File: src/rtl/layer_addr_gen_if.sv
// Read-beat bus from layer_addr_gen to the layer RAMs: dual-bank addresses, accumulator framing, output index.
// Master drives valid/payload, slave returns ready; payload is held while valid && !ready.
interface layer_addr_gen_if #(
    parameter int ADDR_W = 10,
    parameter int OUT_AW = 10
);
    logic              valid;
    logic              ready;
    logic [ADDR_W-1:0] addr1;
    logic [ADDR_W-1:0] addr2;
    logic              first_tap;
    logic              last_tap;
    logic [OUT_AW-1:0] out_idx;

    modport master (
        output valid, addr1, addr2, first_tap, last_tap, out_idx,
        input  ready
    );

    modport slave (
        input  valid, addr1, addr2, first_tap, last_tap, out_idx,
        output ready
    );
endinterface

File: src/rtl/layer_addr_gen.sv
// K x K strided window read-address sequencer over a planar multi-channel map; ADDR_GEN_LINEAR_EN adds a flat sweep.
// Latency: first beat the cycle after start is taken, then one beat per cycle; done pulses the cycle after the last accept.
// Backpressure: counters and outputs hold while ready is low; start is ignored outside IDLE.
module layer_addr_gen #(
    parameter int IMG_W       = 28,
    parameter int IMG_H       = 28,
    parameter int CHANNELS    = 1,
    parameter int K           = 5,
    parameter int STRIDE      = 1,
    parameter int BANK_OFFSET = 0,
    parameter int ADDR_W      = 10,
    parameter int OUT_AW      = 10
`ifdef ADDR_GEN_LINEAR_EN
    ,
    parameter int LIN_LEN     = 25
`endif
) (
    input  logic              clk,
    input  logic              reset,
    input  logic              start,
`ifdef ADDR_GEN_LINEAR_EN
    input  logic              mode,
`endif
    layer_addr_gen_if.master  bus,
    output logic              busy,
    output logic              done
);
    localparam int OUT_W = (IMG_W - K) / STRIDE + 1;
    localparam int OUT_H = (IMG_H - K) / STRIDE + 1;

    localparam logic [31:0] KM1  = 32'(K - 1);
    localparam logic [31:0] CM1  = 32'(CHANNELS - 1);
    localparam logic [31:0] OWM1 = 32'(OUT_W - 1);
    localparam logic [31:0] OHM1 = 32'(OUT_H - 1);

    localparam logic [ADDR_W-1:0] ONE_A      = ADDR_W'(1);
    localparam logic [ADDR_W-1:0] ROW_STEP   = ADDR_W'(IMG_W);
    localparam logic [ADDR_W-1:0] PLANE_STEP = ADDR_W'(IMG_W * IMG_H);
    localparam logic [ADDR_W-1:0] COL_STEP   = ADDR_W'(STRIDE);
    localparam logic [ADDR_W-1:0] WROW_STEP  = ADDR_W'(STRIDE * IMG_W);
    localparam logic [ADDR_W-1:0] BANK_OFF   = ADDR_W'(BANK_OFFSET);
    localparam logic [OUT_AW-1:0] ONE_O      = OUT_AW'(1);

    typedef enum logic [1:0] {IDLE, RUN, DONE} state_t;

    state_t            state;
    logic [31:0]       kx, ky, c, ox, oy;
    logic [ADDR_W-1:0] addr_r, row_base, ch_base, win_base, wrow_base;
    logic [OUT_AW-1:0] out_r;

    logic lin_sel, lin_last;
    logic win_first, win_last;
    logic tap_first, tap_last, sweep_last;

`ifdef ADDR_GEN_LINEAR_EN
    localparam logic [31:0] LM1 = 32'(LIN_LEN - 1);
    logic mode_r;
    assign lin_sel  = mode_r;
    assign lin_last = (kx == LM1);
`else
    assign lin_sel  = 1'b0;
    assign lin_last = 1'b0;
`endif

    assign win_first  = (c == '0) && (ky == '0) && (kx == '0);
    assign win_last   = (c == CM1) && (ky == KM1) && (kx == KM1);
    assign tap_first  = lin_sel ? (kx == '0) : win_first;
    assign tap_last   = lin_sel ? lin_last : win_last;
    assign sweep_last = lin_sel ? lin_last : (win_last && (ox == OWM1) && (oy == OHM1));

    assign busy          = (state == RUN);
    assign done          = (state == DONE);
    assign bus.valid     = busy;
    assign bus.addr1     = addr_r;
    assign bus.addr2     = busy ? addr_r + BANK_OFF : '0;
    assign bus.first_tap = busy && tap_first;
    assign bus.last_tap  = busy && tap_last;
    assign bus.out_idx   = out_r;

    always_ff @(posedge clk) begin
        if (reset) begin
            state <= IDLE;
`ifdef ADDR_GEN_LINEAR_EN
            mode_r <= 1'b0;
`endif
        end else begin
            case (state)
                IDLE: if (start) begin
                    state <= RUN;
`ifdef ADDR_GEN_LINEAR_EN
                    mode_r <= mode;
`endif
                end
                RUN:     if (bus.ready && sweep_last) state <= DONE;
                DONE:    state <= IDLE;
                default: state <= IDLE;
            endcase
        end

        // Counters live only in RUN; every other cycle forces them back to the sweep origin.
        if (reset || state != RUN) begin
            kx <= '0; ky <= '0; c <= '0; ox <= '0; oy <= '0;
            addr_r <= '0; row_base <= '0; ch_base <= '0; win_base <= '0; wrow_base <= '0;
            out_r <= '0;
        end else if (bus.ready && !sweep_last) begin
            if (lin_sel || kx != KM1) begin
                kx     <= kx + 32'd1;
                addr_r <= addr_r + ONE_A;
            end else if (ky != KM1) begin
                kx       <= '0;
                ky       <= ky + 32'd1;
                row_base <= row_base + ROW_STEP;
                addr_r   <= row_base + ROW_STEP;
            end else if (c != CM1) begin
                kx       <= '0;
                ky       <= '0;
                c        <= c + 32'd1;
                ch_base  <= ch_base + PLANE_STEP;
                row_base <= ch_base + PLANE_STEP;
                addr_r   <= ch_base + PLANE_STEP;
            end else begin
                kx    <= '0;
                ky    <= '0;
                c     <= '0;
                out_r <= out_r + ONE_O;
                if (ox != OWM1) begin
                    ox       <= ox + 32'd1;
                    win_base <= win_base + COL_STEP;
                    ch_base  <= win_base + COL_STEP;
                    row_base <= win_base + COL_STEP;
                    addr_r   <= win_base + COL_STEP;
                end else begin
                    ox        <= '0;
                    oy        <= oy + 32'd1;
                    wrow_base <= wrow_base + WROW_STEP;
                    win_base  <= wrow_base + WROW_STEP;
                    ch_base   <= wrow_base + WROW_STEP;
                    row_base  <= wrow_base + WROW_STEP;
                    addr_r    <= wrow_base + WROW_STEP;
                end
            end
        end
    end
endmodule

File: src/flat_wrapper.sv
// flat-port wrapper written by rule: the top's interface ports become plain ports
module layer_addr_gen_flat 
#(
    parameter int IMG_W       = 28,
    parameter int IMG_H       = 28,
    parameter int CHANNELS    = 1,
    parameter int K           = 5,
    parameter int STRIDE      = 1,
    parameter int BANK_OFFSET = 0,
    parameter int ADDR_W      = 10,
    parameter int OUT_AW      = 10

)
  (clk, reset, start, busy, done, bus_valid, bus_addr1, bus_addr2, bus_first_tap, bus_last_tap, bus_out_idx, bus_ready);
  layer_addr_gen_if #(.ADDR_W(ADDR_W), .OUT_AW(OUT_AW)) bus_i ();
  input  logic clk;
  input  logic reset;
  input  logic start;
  output logic busy;
  output logic done;
  output wire logic [$bits(bus_i.valid)-1:0] bus_valid;
  output wire logic [$bits(bus_i.addr1)-1:0] bus_addr1;
  output wire logic [$bits(bus_i.addr2)-1:0] bus_addr2;
  output wire logic [$bits(bus_i.first_tap)-1:0] bus_first_tap;
  output wire logic [$bits(bus_i.last_tap)-1:0] bus_last_tap;
  output wire logic [$bits(bus_i.out_idx)-1:0] bus_out_idx;
  input wire logic [$bits(bus_i.ready)-1:0] bus_ready;
  assign bus_valid = bus_i.valid;
  assign bus_addr1 = bus_i.addr1;
  assign bus_addr2 = bus_i.addr2;
  assign bus_first_tap = bus_i.first_tap;
  assign bus_last_tap = bus_i.last_tap;
  assign bus_out_idx = bus_i.out_idx;
  assign bus_i.ready = bus_ready;
  layer_addr_gen #(.IMG_W(IMG_W), .IMG_H(IMG_H), .CHANNELS(CHANNELS), .K(K), .STRIDE(STRIDE), .BANK_OFFSET(BANK_OFFSET), .ADDR_W(ADDR_W), .OUT_AW(OUT_AW)) u_core (.clk(clk), .reset(reset), .start(start), .bus(bus_i), .busy(busy), .done(done));
endmodule
File: config.mk
export PLATFORM = sky130hd
export DESIGN_NAME = layer_addr_gen_flat
export DESIGN_NICKNAME = d
export VERILOG_FILES = /design/src/rtl/layer_addr_gen_if.sv /design/src/rtl/layer_addr_gen.sv /design/src/flat_wrapper.sv
export SDC_FILE = /design/constraint.sdc
export NUM_CORES = 1
export LEC_CHECK = 0
export BUFFER_PORTS_ARGS = -buffer_cell sky130_fd_sc_hd__buf_2
export CORE_MARGIN = 5
export CORE_UTILIZATION = 61
export CTS_CLUSTER_DIAMETER = 100
export DETAILED_ROUTE_END_ITERATION = 8
export GPL_ROUTABILITY_DRIVEN = 0
export PLACE_DENSITY_LB_ADDON = 0.1
export SYNTH_ARGS = -nofsm -noshare
export SYNTH_HDL_FRONTEND = slang
export SYNTH_SLANG_ARGS = --single-unit
File: constraint.sdc
create_clock -name clk -period 9.8 [get_ports clk]
set_input_delay 1.96 -clock clk [delete_from_list [all_inputs] [get_ports clk]]
set_output_delay 1.96 -clock clk [all_outputs]
set_load 0.02 [all_outputs]
==> run_results.csv <==
group,metric,value,unit
die,die_w,145,µm
cts,htreeDepth,1,
power_and_ir_drop,peakVddDrop,0.168,mV
global_routing,grtUsageMet1,0.318,
cells_and_area,seq_area,4400,µm²
timing,maxSlewViolCount,0,
critical_path,arrival,3.03,ns
logic_synthesis,ys.flop_type,"dfxtp_1",
cells_and_area,final_area,12300,µm²
detailed_routing,wl_per_cell,15.4,µm
cts,cts_resized,0,
critical_path,max_stage_delay,0.55,ns
critical_path,cp-end-kind,"output pin",
run,cap_viol_max_count,0,
detailed_routing,drt-total-wl,24900,µm
global_routing,grt_use_met2,0.370,
timing,period_share,0.510,
logic_synthesis,synthCells,1356,
global_routing,grt.total_usage,0.230,
cells_and_area,drive_gt1_frac,0.0859,
detailed_routing,ant_nets,0,
cells_and_area,diodes,0,
logic_synthesis,synth.distinct_cells,56,
timing,fmax,0.200,GHz
power_and_ir_drop,p_leak,0.00407,µW
cts,clkTransAtPathRegs,0.06,ns
timing,fin_worst_skew,0.0118,ns
cts,cts.path.max_buffers,3,
detailed_routing,drc_errors,0,
placement,post_dp_cell_area,11500,µm²
placement,portBuffers,38,
timing,worst_slew_pin_slew,1.05,ns
power_and_ir_drop,power.density,150,nW/µm²
cts,numCtsBuffers,24,
timing,fin_tns_setup,0,ns
logic_synthesis,synth_seq_cells,220,
outcome,outcome,"finished clean",
die,ios,39,
detailed_routing,drtPass1Iterations,6,
timing,layout_min_cycle_time,4.99,ns
logic_synthesis,ys_warn_count,0,
logic_synthesis,synth-async-reset-ratio,0,
global_routing,grt_pass1_wl,42800,µm
detailed_routing,vias,9585,
critical_path,worstPathCellList,"inv_1 > ha_1 > or4b_1 > or4_4 > nor4_1 > and4_1 > buf_2",
logic_synthesis,synth-seq-area-share,0.395,
critical_path,path_class,"reg2out",
cts,clockRootBuffer,"clkbuf_16",
critical_path,worst-path-max-fanout,6,
die,initial_core_util,0.620,
logic_synthesis,syn_area,11100,µm²
cells_and_area,mostFrequentLayoutCells,"220 x dfxtp_1, 194 x nor2_1, 123 x nand2_1",
global_routing,grt_max_degree,66,
cells_and_area,nFillCells,1480,
worst_hold_path,hold_path_class,"reg2reg",
cells_and_area,area_growth,10.3,%
placement,dp_hpwl,16900,µm
die,fp.coreArea,18000,µm²
global_routing,grt_overflow,0,
die,num_rows,49,
logic_synthesis,mappedNetlistNets,1374,
timing,hold_violations,0,
cells_and_area,design.final.nets,1388,
critical_path,crit_slowest_cell,"nor4_1",
cells_and_area,multi_input_area,6420,µm²
critical_path,required,7.84,ns
global_routing,grt_pass1_vias,8798,
detailed_routing,drt_iter0_drc,566,
cts,cts_tree,"built",
global_routing,antenna_found_initial,0,
detailed_routing,via_per_inst,5.94,
cts,cts_post_setup_buffers_inserted,0,
global_routing,grt.busiest_layer,"met2",
logic_synthesis,avgSynthCellArea,8.22,µm²
cts,clk_latency,0.51,ns
cts,cts_hold_buf,0,
die,die-area,21100,µm²
timing,setup_viol,0,
die,die_y,145,µm
timing,rsz0062_at_grt,"false",
cells_and_area,final_common_cell,"dfxtp_1",
global_routing,grtUsageMet3,0.0387,
timing,slew_headroom,0.296,
logic_synthesis,synth_enable_flop_cells,0,
critical_path,worstSetupStartpointType,"flop",
cts,clock_sinks,220,
[kinds of logic (layout without fill, tap and decap cells)]
group | after synthesis | count (layout) | synth area share
AO/OA/AOI/OAI | 114 | 114 | 0.0647
XOR/XNOR | 184 | 184 | 0.145
adder cells (fa/ha/maj) | 14 | 14 | 0.0157
buffers and inverters | 86 | 115 | 0.0324
flip-flops | 220 | 220 | 0.395
multiplexers | 5 | 5 | 0.00471
AND/OR/NAND/NOR | 733 | 733 | 0.343
[synthesized netlist by cell type (all sizes together), types with 9 or more instances]
library cell / number / area (µm²)
nor2: 195 / 732
nor3: 57 / 295
dfxtp: 220 / 4400
nand2: 123 / 462
and3: 27 / 169
nand3: 75 / 375
nand4: 81 / 507
nor4: 73 / 519
o21ai: 41 / 205
inv: 25 / 93.8
or4: 13 / 109
and4: 24 / 210
a21oi: 27 / 135
and2: 20 / 125
o211ai: 9 / 67.6
xnor2: 98 / 858
clkbuf: 50 / 188
or3: 19 / 119
xor2: 86 / 753
buf: 11 / 80.1
ha: 14 / 175
[report_power, final]
part           total (µW)  internal, µW  switching [µW]  leakage (µW)
registers             896           895           0.817       0.00177
logic                27.1          5.25            21.8       0.00189
clock network         921           575             345      0.000404
[metal layers]
metal	vias to the layer above	share of wire
li1	4841	-
met1	4496	0.46
met2	195	0.47
met3	53	0.044
met4	0	0.027
met5	-	0
[path summary, 6_finish.rpt]
kind                            from            endpoint  slack [ns]  cells past startpoint
hold / removal    u_core.row_base[1]  u_core.row_base[1]        0.45                      2
hold reg to reg   u_core.row_base[1]  u_core.row_base[1]        0.45                      2
setup / recovery        u_core.kx[0]        bus_last_tap        4.81                      7
setup reg to reg        u_core.ky[0]        u_core.ox[4]        5.73                      8
[area by class of cell]
class	count	share of cell area
Multi-Input combinational cell	1050	0.522
Sequential cell	220	0.358
Clock buffer	38	0.0614
Tap cell	229	0.0233
Timing Repair Buffer	49	0.0222
Inverter	25	0.00763
Clock inverter	3	0.00529
[metrics by stage]
stage | util | std cells | worst slack (ns) | hold slack [ns] | power [µW]
3_5_place_dp | 0.639 | 1573 | 5.26 | 0.434 | 943
3_3_place_gp | 0.639 | 1573 | 5.33 | 0.429 | 943
6_report | 0.684 | 1614 | 4.81 | 0.446 | 1840
4_1_cts | 0.684 | 1614 | 4.80 | 0.444 | 1860
2_1_floorplan | - | 1356 | 5.21 | 0.413 | 935
5_1_grt | 0.684 | 1614 | 4.64 | 0.463 | 1910
[worst max-delay path, delay by kind of cell, from the launching register on]
family | cells | cell delay, ns
fa+ha+maj | 1 | 0.14
buf+inv | 2 | 0.26
flops | 1 | 0.36
simple gates | 4 | 1.76
[state kept, by name (all words and copies together), names as in the netlist]
register,count
u_core.wrow_base,8
u_core.oy,32
u_core.bus.out_idx,10
u_core.state,2
u_core.c,32
u_core.ox,32
u_core.ky,32
u_core.win_base,10
u_core.kx,32
u_core.bus.addr1,10
u_core.row_base,10
u_core.ch_base,10
Power figures use the tool's default switching activity.
